==> src/rtl/unique_window_pkg.sv <==
// unique_window_pkg: shared widths, defaults and reset constants for the
// unique_window tracker and its match sub-module.
package unique_window_pkg;

    // Default geometry of the window.
    localparam int DEF_DATA_W = 8;
    localparam int DEF_DEPTH  = 4;

    // Reset value of every single-bit flag and pulse.
    localparam logic RST_FLAG = 1'b0;

    // Slot array of the default geometry; slot k occupies bits [k*DATA_W +: DATA_W].
    typedef logic [DEF_DEPTH-1:0][DEF_DATA_W-1:0] window_t;

    // Ceiling log2 with a floor of 1 so a width is never zero.
    function automatic int clog2_min1(input int value);
        int w;
        w = 0;
        while ((1 << w) < value) begin
            w = w + 1;
        end
        if (w < 1) begin
            w = 1;
        end
        return w;
    endfunction

    // Width needed to index DEPTH slots.
    function automatic int idx_width(input int depth);
        return clog2_min1(depth);
    endfunction

    // Width needed to hold an occupancy of 0..DEPTH.
    function automatic int cnt_width(input int depth);
        return clog2_min1(depth + 1);
    endfunction

endpackage

==> src/rtl/unique_window_match.sv <==
// unique_window_match: combinational DEPTH-way comparator of one sample
// against the occupied window slots. Empty slots are masked out so a stale
// zero never produces a match. The index comes from a lowest-index priority
// encoder even though the window holds distinct values.
module unique_window_match
    import unique_window_pkg::*;
#(
    parameter int DATA_W = DEF_DATA_W,
    parameter int DEPTH  = DEF_DEPTH,
    parameter int IDX_W  = idx_width(DEPTH)
) (
    input  logic [DEPTH-1:0][DATA_W-1:0] window,
    input  logic [DEPTH-1:0]             valid,
    input  logic [DATA_W-1:0]            data,
    output logic                         hit,
    output logic [IDX_W-1:0]             idx
);

    // Compare all occupied slots; scan high to low so the lowest match wins.
    always_comb begin
        hit = 1'b0;
        idx = '0;
        for (int k = DEPTH - 1; k >= 0; k--) begin
            if (valid[k] && (window[k] == data)) begin
                hit = 1'b1;
                idx = IDX_W'(k);
            end
        end
    end

endmodule

==> src/rtl/unique_window.sv <==
// unique_window: tracks the last DEPTH distinct values of a valid-qualified
// stream. A miss shifts the window and inserts at slot 0 (evicting slot
// DEPTH-1 when full); a hit raises a one-cycle pulse with the slot index.
// Optional feature macro: UNIQ_MRU_EN -- when defined, a hit moves the matched
// value to slot 0 (recency order); otherwise hits leave the window untouched.
// Handshake: a sample is taken on every rising edge where in_valid is high;
// there is no backpressure, so the block accepts one sample per cycle.
module unique_window
    import unique_window_pkg::*;
#(
    parameter int DATA_W = DEF_DATA_W,
    parameter int DEPTH  = DEF_DEPTH,
    parameter int IDX_W  = idx_width(DEPTH),
    parameter int CNT_W  = cnt_width(DEPTH)
) (
    input  logic                      clk_in,
    input  logic                      reset_n_in,
    input  logic                      clear_in,
    input  logic                      in_valid,
    input  logic [DATA_W-1:0]         data_in,
    output logic [DEPTH*DATA_W-1:0]   out_data,
    output logic [DEPTH-1:0]          out_valid,
    output logic [CNT_W-1:0]          count_out,
    output logic                      new_out,
    output logic                      hit_out,
    output logic [IDX_W-1:0]          hit_idx_out,
    output logic                      evict_valid_out,
    output logic [DATA_W-1:0]         evict_data_out
);

    logic [DEPTH-1:0][DATA_W-1:0] slots_q, slots_d;
    logic [DEPTH-1:0]             valid_q, valid_d;
    logic [CNT_W-1:0]             count_q, count_d;
    logic                         new_d, hit_d, evict_valid_d;
    logic [IDX_W-1:0]             hit_idx_d;
    logic [DATA_W-1:0]            evict_data_d;

    logic                         match_hit;
    logic [IDX_W-1:0]             match_idx;

    unique_window_match #(
        .DATA_W (DATA_W),
        .DEPTH  (DEPTH),
        .IDX_W  (IDX_W)
    ) u_match (
        .window (slots_q),
        .valid  (valid_q),
        .data   (data_in),
        .hit    (match_hit),
        .idx    (match_idx)
    );

    // Next window state and event pulses for the current sample.
    always_comb begin
        slots_d       = slots_q;
        valid_d       = valid_q;
        count_d       = count_q;
        new_d         = 1'b0;
        hit_d         = 1'b0;
        hit_idx_d     = '0;
        evict_valid_d = 1'b0;
        evict_data_d  = '0;
        if (clear_in) begin
            slots_d = '0;
            valid_d = '0;
            count_d = '0;
        end else if (in_valid) begin
            if (match_hit) begin
                hit_d     = 1'b1;
                hit_idx_d = match_idx;
`ifdef UNIQ_MRU_EN
                // Slots above the match keep their place; those below slide up one.
                for (int j = 1; j < DEPTH; j++) begin
                    if (IDX_W'(j) <= match_idx) begin
                        slots_d[j] = slots_q[j-1];
                    end
                end
                slots_d[0] = data_in;
`endif
            end else begin
                new_d = 1'b1;
                slots_d = {slots_q[DEPTH-2:0], data_in};
                valid_d = {valid_q[DEPTH-2:0], 1'b1};
                if (count_q != CNT_W'(DEPTH)) begin
                    count_d = count_q + CNT_W'(1);
                end
                if (valid_q[DEPTH-1]) begin
                    evict_valid_d = 1'b1;
                    evict_data_d  = slots_q[DEPTH-1];
                end
            end
        end
    end

    // Register window state and pulses; reset clears everything asynchronously.
    always_ff @(posedge clk_in or negedge reset_n_in) begin
        if (!reset_n_in) begin
            slots_q         <= '0;
            valid_q         <= '0;
            count_q         <= '0;
            new_out         <= RST_FLAG;
            hit_out         <= RST_FLAG;
            hit_idx_out     <= '0;
            evict_valid_out <= RST_FLAG;
            evict_data_out  <= '0;
        end else begin
            slots_q         <= slots_d;
            valid_q         <= valid_d;
            count_q         <= count_d;
            new_out         <= new_d;
            hit_out         <= hit_d;
            hit_idx_out     <= hit_idx_d;
            evict_valid_out <= evict_valid_d;
            evict_data_out  <= evict_data_d;
        end
    end

    assign out_data  = slots_q;
    assign out_valid = valid_q;
    assign count_out = count_q;

endmodule

==> config.mk <==
export PLATFORM = sky130hd
export DESIGN_NAME = unique_window
export DESIGN_NICKNAME = d
export VERILOG_FILES = /design/src/rtl/unique_window_pkg.sv /design/src/rtl/unique_window_match.sv /design/src/rtl/unique_window.sv
export SDC_FILE = /design/constraint.sdc
export NUM_CORES = 1
export LEC_CHECK = 0
export CAP_MARGIN = 15
export CORE_MARGIN = 1
export CORE_UTILIZATION = 53
export DETAILED_ROUTE_END_ITERATION = 8
export GPL_TIMING_DRIVEN = 0
export PLACE_DENSITY = 0.85
export SYNTH_ARGS = -nofsm -noshare
export SYNTH_HDL_FRONTEND = slang
export SYNTH_HIERARCHICAL = 1
export SYNTH_SLANG_ARGS = --single-unit
==> constraint.sdc <==
create_clock -name clk_in -period 5.6 [get_ports clk_in]
set_input_delay 0.56 -clock clk_in [delete_from_list [all_inputs] [get_ports clk_in]]
set_output_delay 0.56 -clock clk_in [all_outputs]
set_load 0.02 [all_outputs]
==> results of run 1 <==
==> cell type report <==
type / count / area (µm²)
plain buffers: 21 / 159
clock buffers: 6 / 82.6
clock inverters: 2 / 10.0
fillers: 308 / 1150
inverters: 2 / 7.51
multi-input cells: 189 / 1070
flip-flops and latches: 52 / 1300
well taps: 52 / 65.1
repair buffers: 63 / 636
==> worst max-delay path: cells and delay by family <==
kind	cells	cell delay, ns
AO/OA/AOI/OAI	1	0.16
XOR/XNOR	1	0.18
buffers and inverters	4	0.99
AND/OR/NAND/NOR	6	0.94
==> worst max path at each step <==
| stage | from | end | slack [ns] | cells past startpoint |
|---|---|---|---|---|
| finish | data_in[1] | out_valid[2] | 2.99 | 12 |
| global route | data_in[3] | out_data[14] | 2.79 | 12 |
| CTS | data_in[3] | out_valid[2] | 3.02 | 12 |
| detailed placement | data_in[3] | out_valid[2] | 2.70 | 12 |
| global placement | reset_n_in | out_data[7] | 2.48 | 1 |
| floorplan | data_in[3] | out_data[31] | 3.53 | 11 |
==> flip-flops by register name (all words and copies together) (netlist names) <==
name and cells:
evict_data_out 8, count_out 3, out_valid 4, new_out 1
hit_out 1, hit_idx_out 2, evict_valid_out 1, out_data 32
==> logic make-up (layout without fill, tap and decap cells) <==
group / Yosys count / after routing
buffers and inverters: 23 / 94
adders and majority gates: 2 / 2
AOI/OAI and AO/OA: 39 / 39
muxes: 1 / 1
xor gates and xnor gates: 32 / 32
and+or+nand+nor: 115 / 115
DFF: 52 / 52
==> layout by cell type, fill, tap and decap left out, types with 2 or more instances in the layout <==
cell type	count
sky130_fd_sc_hd__xnor2_1	28
sky130_fd_sc_hd__ha_1	2
sky130_fd_sc_hd__buf_2	8
sky130_fd_sc_hd__clkinv_2	2
sky130_fd_sc_hd__buf_4	3
sky130_fd_sc_hd__dfrtp_1	52
sky130_fd_sc_hd__nand3_1	4
sky130_fd_sc_hd__and2_1	10
sky130_fd_sc_hd__a21oi_1	38
sky130_fd_sc_hd__buf_6	8
sky130_fd_sc_hd__xnor2_2	4
sky130_fd_sc_hd__clkdlybuf4s50_1	61
sky130_fd_sc_hd__clkbuf_1	2
sky130_fd_sc_hd__clkbuf_8	6
sky130_fd_sc_hd__nor2_1	7
sky130_fd_sc_hd__nor3_1	6
sky130_fd_sc_hd__inv_1	2
sky130_fd_sc_hd__nand2_1	76
sky130_fd_sc_hd__nand4_1	4
==> where the power goes <==
group          switching [mW]  internal [mW]  leakage, nW  total, mW
Combinational          0.0601         0.0519        0.607      0.112
Clock                   0.120         0.0989       0.0510      0.219
Sequential             0.0104          0.384        0.715      0.394
Total                   0.191          0.535         1.37      0.725
==> through the flow <==
step | worst slack (ns) | hold slack (ns) | std cells
2_1_floorplan | 3.53 | 0.264 | 264
6_report | 2.99 | 0.241 | 387
3_3_place_gp | 2.48 | 0.536 | 378
3_5_place_dp | 2.70 | 0.546 | 379
4_1_cts | 3.02 | 0.261 | 387
5_1_grt | 2.79 | 0.280 | 387
==> layer usage <==
metal | share of wire (%) | GRT usage [%]
met5 | 0 | 0
met4 | 1.6 | 9.33
met3 | 3.9 | 3.85
met2 | 50 | 38.5
met1 | 45 | 30.3
==> results.md, run 1 <==
- Counting flops with an async set or reset pin after synthesis yields a share of 100%.
- The minimum setup slack among reg-to-reg paths is 3.39 ns.
- The starting DRC count in detailed routing is 126.
- The worst-case IR drop observed on VDD is 0.000144 V.
- The floorplan step defined a core boundary enclosing 4470 µm².
- The number of synthesized register bits is 52.
- On the worst path, the slowest cell contributes a delay of 0.44 ns.
- The post-route clock period utilization is 46.5%.
- The die height is 71.2 µm.
- STA puts the critical path data arrival time at 2.83 ns.
- Summing the areas of all and, or, nand and nor instances in the mapped netlist gives 20.6% of the synthesized area.
- The number of standard-cell rows in the floorplan is 24.
- The maximum clock skew at final layout is 0.0119 ns.
- The most used standard cell by instance count after synthesis is sky130_fd_sc_hd__nand2_1.
- Cells with a size suffix above 1 make up 10.1% of the layout.
- The gate count of the mapped netlist is 264.
- The number of max-cap violations is 0.
- The critical setup path kind is in2reg.
- After synthesis, the cell types taking the most area are sky130_fd_sc_hd__dfrtp_1 (51%), sky130_fd_sc_hd__nand2_1 (11%), sky130_fd_sc_hd__xnor2_1 (9.7%).
- Setup violations remaining at the end of the flow were counted as 0.
- The final layout contains 348 nets.
- The slowest stage of the critical path is the sky130_fd_sc_hd__clkdlybuf4s50_1 cell.
- The maximum number of pins on one net before global-route repair is 29.
- The areal power density over the cells is 218 nW/µm².
- The latest clock arrival within the worst-skew pair is 0.31 ns.
- The number of global-route vias before repair is 1923.
- Post-CTS repair changed the size of 0 cells.
- The area after detailed placement is 3240 µm².
- The synthesized netlist devotes 12.2% of its cell area to XOR and XNOR gates.
- The overall die width is 71.2 µm.
- The analysis attributes to cell leakage a power of 1.37 nW.
- The path class of the tightest hold or removal check is in2async.
- The clock-pin slew on the worst setup and hold paths is 0.10 ns.
- Summing the areas of all fa, ha and maj instances in the mapped netlist gives 0.987% of the synthesized area.
- The congestion estimate from routability-driven global placement came to 0.821.
- The kind of capture point of the worst setup path is a flop.
- Timing would allow up to 384 MHz.
- In this run, distinct cell masters in the synthesized netlist total 27.
- The signal on the critical path passes through clkdlybuf4s50_1 > buf_6 > xnor2_1 > nand3_1 > nor3_1 > nor2_1 > nand2_1 > nand2b_1 > buf_6 > buf_2 > nand2_1 > a21oi_1.
- In the routed design, unresolved DRC markers number 7.
- In this run the post-CTS setup repair buffer count came out at 0.
- Hold repair after CTS inserted 0 buffers.
- The number of diodes is 0.
- The cell depth of the worst flop-to-flop path is 10.
- The sequential cell area fraction in the yosys report is 51.3%.
- The synthesized-area fraction occupied by ao, oa, aoi and oai cells is 7.80%.
- Yosys mapped a number of flops with a built-in enable equal to 0.
- The checks that failed: design-rule violations.
- The headroom to the max-slew limit is 61.8%.
- The dominant synthesized flop cell is sky130_fd_sc_hd__dfrtp_1.
- Counting the buffers created by CTS gives 5.
- After detailed routing, the average wire length per cell comes to 14.1 µm.
- Cells fill 74.4% of the core in the end.
- When the netlist entered floorplanning its net count stood at 278.
- The total count of max-transition violations in the final report is 0.
- The die area is 5060 µm².
- The origin of the critical flop-to-flop path is out_data[9].
- Before antenna repair, the detailed router went through 6 iterations.
- The post-layout total power is 0.725 mW.
- The mean cell area of the mapped netlist is 9.60 µm².
- The flow ran to the end, but the final reports show violations.
- The yosys synthesis warning count is 6.
- The clock passes through at most 2 buffers.
- During I/O placement, the number of pins put on the boundary was 64.
- The final non-filler cell area is 3330 µm².
- The startpoint type of the worst setup path is a primary input.
- After global routing the overflow that remains totals 0.
- The routed design could run at a clock period as short as 2.61 ns.
- The starting density of the core is 56.7%.
- The top cell type by area accounts for 51.3% of the synthesized area.
- The initial antenna violation count is 0.
- The total routing resource utilization after global routing is 23.2%.
- The post-DP HPWL is 4120 µm.
- The count of input and output buffers is 62.
- In this run the critical register-to-register path is captured at out_valid[2].
- Sorting the synthesized cells by how often they occur yields sky130_fd_sc_hd__nand2_1 (76), sky130_fd_sc_hd__dfrtp_1 (52), sky130_fd_sc_hd__a21oi_1 (38).
- The synthesized netlist occupies a cell area of 2530 µm².
- The routed layout has 2022 vias.
- The H-tree was split into 2 levels.
- Setup repair after global routing left no endpoint under its margin.
- The largest family of logic cells by synthesized area is simple AND/OR/NAND/NOR gates.
- The detail route stage leaves a number of antenna-violating nets equal to 0.
- The maximum fanout along the worst path is 10.
- The routed via count divided by cell count is 5.22.
- The library cell occupying the most area in the post-synthesis netlist is sky130_fd_sc_hd__dfrtp_1.
- The total count of hold-check failures in the final report was 0.
- Data on the critical path is required at its endpoint by 5.83 ns.
- The actual transition at the worst max-transition pin is 0.572 ns.
- The buffer cell driving the clock tree root is sky130_fd_sc_hd__clkbuf_8.
- The tree built by TritonCTS fans out to 52 sinks.
- TritonCTS built the clock tree.
- The final routed wirelength across all metal layers is 5460 µm.
- The area growth from synthesis to layout is 31.3%.
- Of the post-synthesis cell area, the part taken by muxes is 0.444%.
- Setup total negative slack on the finished layout was measured at 0 ns.
- The wire length of the first global-routing pass is 9010 µm.
No activity file was read; power rests on OpenSTA's default activity.
==> run 2: changes to the inputs <==
Settings changed: CORE_UTILIZATION 53 to 49, PLACE_DENSITY 0.85 to 0.8.
Clock period 5.6 ns to 2.5 ns, I/O delays scaled along.
==> run 2 against run 1 <==
  * Non-clock buffer count grew 1
  * Sequential share of layout area shrank 0.22 points
  * Cell count grew 3.9%
  * Worst setup slack lost 2.7 ns
  * Wire length grew 4.4%
  * Clock skew shrank 0.0032 ns
  * Clock power grew 110%
  * Register-to-register slack lost 3.1 ns
  * Cell area grew 0.56%
  * Largest power group unchanged
  * Via count grew 0.25%
  * The run now ends clean
==> results.md, run 2 (synthesized netlist as in run 1, its figures left out) <==
- The number of global-route vias before repair is 1887 (was 1923).
- The final non-filler cell area is 3350 µm² (was 3330 µm²).
- The number of max-cap violations is 0 (unchanged).
- The count of input and output buffers is 62 (unchanged).
- The count of final setup violators is 0 (unchanged).
- The average wire per standard cell is 14.2 µm (was 14.1 µm).
- The overall overflow remaining after global route is 0 (unchanged).
- Dividing the final minimum period by the clock period gives 89.9%.
- The critical setup path kind is in2reg (unchanged).
- The pre-CTS setup slack is -0.0748 ns (was 2.70 ns).
- The initial antenna violation count is 0 (unchanged).
- The worst path in the final design needs a cycle of 2.25 ns, including I/O delays and setup.
- The actual transition at the worst max-transition pin is 0.531 ns (was 0.572 ns).
- The number of H-tree levels was 2 (unchanged).
- The layout-stage area growth over the synthesis result is 32.0% (was 31.3%).
- The clock-pin slew on the worst setup and hold paths was 0.09 ns (was 0.10 ns).
- The total CTS buffers is 5 (unchanged).
- The die height was 73.9 µm (was 71.2 µm).
- The maximum number of pins on one net before global-route repair came to 30 (was 29).
- Cells along the critical path: clkdlybuf4s50_1 > buf_2 > xnor2_1 > nand4_1 > nor3_1 > nor2_1 > nand2_1 > nand2b_1 > buf_6 > buf_2 > nand2_1 > a21oi_1 (was clkdlybuf4s50_1 > buf_6 > xnor2_1 > nand3_1 > nor3_1 > nor2_1 > nand2_1 > nand2b_1 > buf_6 > buf_2 > nand2_1 > a21oi_1).
- The maximum clock insertion buffer count came to 2 (unchanged).
- Leading cell types in the layout, fill and taps excluded: sky130_fd_sc_hd__nand2_1 (76), sky130_fd_sc_hd__clkdlybuf4s50_1 (61), sky130_fd_sc_hd__dfrtp_1 (52) (unchanged).
- The startpoint type of the worst setup path is a primary input (unchanged).
- The buffer cell driving the clock tree root is sky130_fd_sc_hd__clkbuf_8 (unchanged).
- The total count of max-transition violations in the final report was 0 (unchanged).
- The final routed DRC violation total was 0 (was 7).
- The delay contributed by the slowest stage of the critical path was 0.47 ns (was 0.44 ns).
- The placer's final routability congestion estimate is 0.823 (was 0.821).
- The post-CTS repair timing setup buffer count is 0 (unchanged).
- The critical-path cell with the highest stage delay is sky130_fd_sc_hd__clkdlybuf4s50_1 (unchanged).
- The setup slack of the critical path after layout is 0.253 ns (was 2.99 ns).
- The kind of capture point of the worst setup path is a flop (unchanged).
- The total routing resource utilization after global routing is 22.8% (was 23.2%).
- The share of post-route cells with drive strength above 1 is 9.85% (was 10.1%).
- The maximum fanout along the worst path is 10 (unchanged).
- The starting DRC count in detailed routing is 135 (was 126).
- The count of antenna-violating nets left after detailed routing is 0 (unchanged).
- The areal power density over the cells is 475 nW/µm² (was 218 nW/µm²).
- The total number of nets in the final design is 349 (was 348).
- The top-level I/O count came to 64 (unchanged).
- The final routed wirelength across all metal layers is 5700 µm (was 5460 µm).
- The count of fill cells added during filler insertion came to 390 (was 308).
- The area of the core is 4850 µm² (was 4470 µm²).
- The required time reported for the critical path endpoint is 2.73 ns (was 5.83 ns).
- Setup repair after global routing missed its margin: false (unchanged).
- The headroom to the max-slew limit is 64.6% (was 61.8%).
- The flip-flop count of the largest register, all copies and words added was 32 (unchanged).
- The wire length of the first global-routing pass is 9230 µm (was 9010 µm).
- The number of diodes came to 0 (unchanged).
- The worst path arrival time is 2.47 ns (was 2.83 ns).
- The overall die width is 73.9 µm (was 71.2 µm).
- The starting density of the core was 52.3% (was 56.7%).
- The latest clock arrival within the worst-skew pair was 0.31 ns (about the same).
- The most common cell after layout, fill and taps aside is sky130_fd_sc_hd__nand2_1 (unchanged).
- The maximum clock skew at final layout is 0.00871 ns (was 0.0119 ns).
- The maximum operating frequency is 445 MHz.
- The maximum ir drop on the vdd rail was 0.000313 V (was 0.000144 V).
- The routed via count divided by cell count came to 5.04 (was 5.22).
- The routed via count was 2027 (was 2022).
- The total count of hold-check failures in the final report was 0 (unchanged).
- The leakage power is 1.37 nW (about the same).
- The worst min-delay path category is in2reg (was in2async).
- The number of sinks on the clock net is 52 (unchanged).
- The clock tree from TritonCTS was built (unchanged).
- The post-DP HPWL is 4290 µm (was 4120 µm).
- The post-layout total power is 1.59 mW (was 0.725 mW).
- The count of TritonRoute iterations in the first routing pass came to 5 (was 6).
- The area after detailed placement was 3250 µm² (was 3240 µm²).
- The number of standard-cell rows in the floorplan is 25 (was 24).
- The die area is 5460 µm² (was 5060 µm²).
- Result of the run: finished clean (was finished, violations left).
## run 2: cell types whose count changed in the layout (fill, tap and decap cells not counted)
| cell | before | now |
|---|---|---|
| sky130_fd_sc_hd__dlygate4sd3_1 | 0 | 1 |
| sky130_fd_sc_hd__clkinv_2 | 2 | 1 |
| sky130_fd_sc_hd__clkbuf_1 | 2 | 3 |
| sky130_fd_sc_hd__nor3_1 | 6 | 5 |
| sky130_fd_sc_hd__nor3_2 | 0 | 1 |
| sky130_fd_sc_hd__clkbuf_8 | 6 | 5 |
## run 2: critical path: cells and delay by family
kind / cells / cell delay, ns
buffers and inverters: 4 / 1.05
and+or+nand+nor: 6 / 0.84
AOI/OAI and AO/OA: 1 / 0.17
xor gates and xnor gates: 1 / 0.14
## run 2: layout make-up
class | count | area, µm² | area share (%)
Buffer | 21 | 159 | 4.75
Clock buffer | 6 | 72.6 | 2.17
Clock inverter | 1 | 5.00 | 0.150
Inverter | 2 | 7.51 | 0.224
Multi-Input combinational cell | 189 | 1070 | 32.0
Sequential cell | 52 | 1300 | 38.9
Tap cell | 67 | 83.8 | 2.50
Timing Repair Buffer | 64 | 646 | 19.3
## run 2: final timing paths
path                              start                 to  slack (ns)  depth (start not counted)
setup / recovery             data_in[3]       out_valid[2]        0.25                         12
hold / removal                 clear_in    evict_valid_out        0.27                          2
setup reg to reg            out_data[9]       out_valid[2]        0.33                         10
hold reg to reg            out_data[24]  evict_data_out[0]        0.56                          1
max in group asynchronous    reset_n_in       out_valid[3]        1.52                          3
min in group asynchronous    reset_n_in        out_data[7]        0.44                          2
## run 2: per-layer routing
metal / up-vias / share of wire, % / track usage, %
li1: 990 / - / -
met1: 950 / 44 / 28.9
met2: 77 / 49 / 38.7
met3: 10 / 5.2 / 5.08
met4: 0 / 1.1 / 7.48
met5: - / 0 / 0
## run 2: where the power goes
| group | switching, mW | internal [mW] | leakage [nW] |
|---|---|---|---|
| clock | 0.262 | 0.191 | 0.0410 |
| combinational | 0.137 | 0.117 | 0.611 |
| sequential | 0.0235 | 0.860 | 0.715 |
| total | 0.422 | 1.17 | 1.37 |
## run 2: metrics by stage
step | util [%] | hold slack (ns) | instances | TNS [ns]
finish | 69.0 | 0.268 | 402 | 0
global route | 69.0 | 0.294 | 402 | 0
CTS | 68.9 | 0.271 | 402 | 0
detailed placement | 67.1 | 0.254 | 394 | -1.28
global placement | 66.8 | 0.534 | 393 | -16.83
floorplan | - | -0.0456 | 264 | 0
## run 2: what timing repair did
| item | in CTS | in global routing |
|---|---|---|
| setup endpoints to repair | 0 | 6 |
| gates resized for setup | 0 | 1 |
| endpoints found under the hold margin | 23 | 0 |
| hold buffers | 1 | 0 |
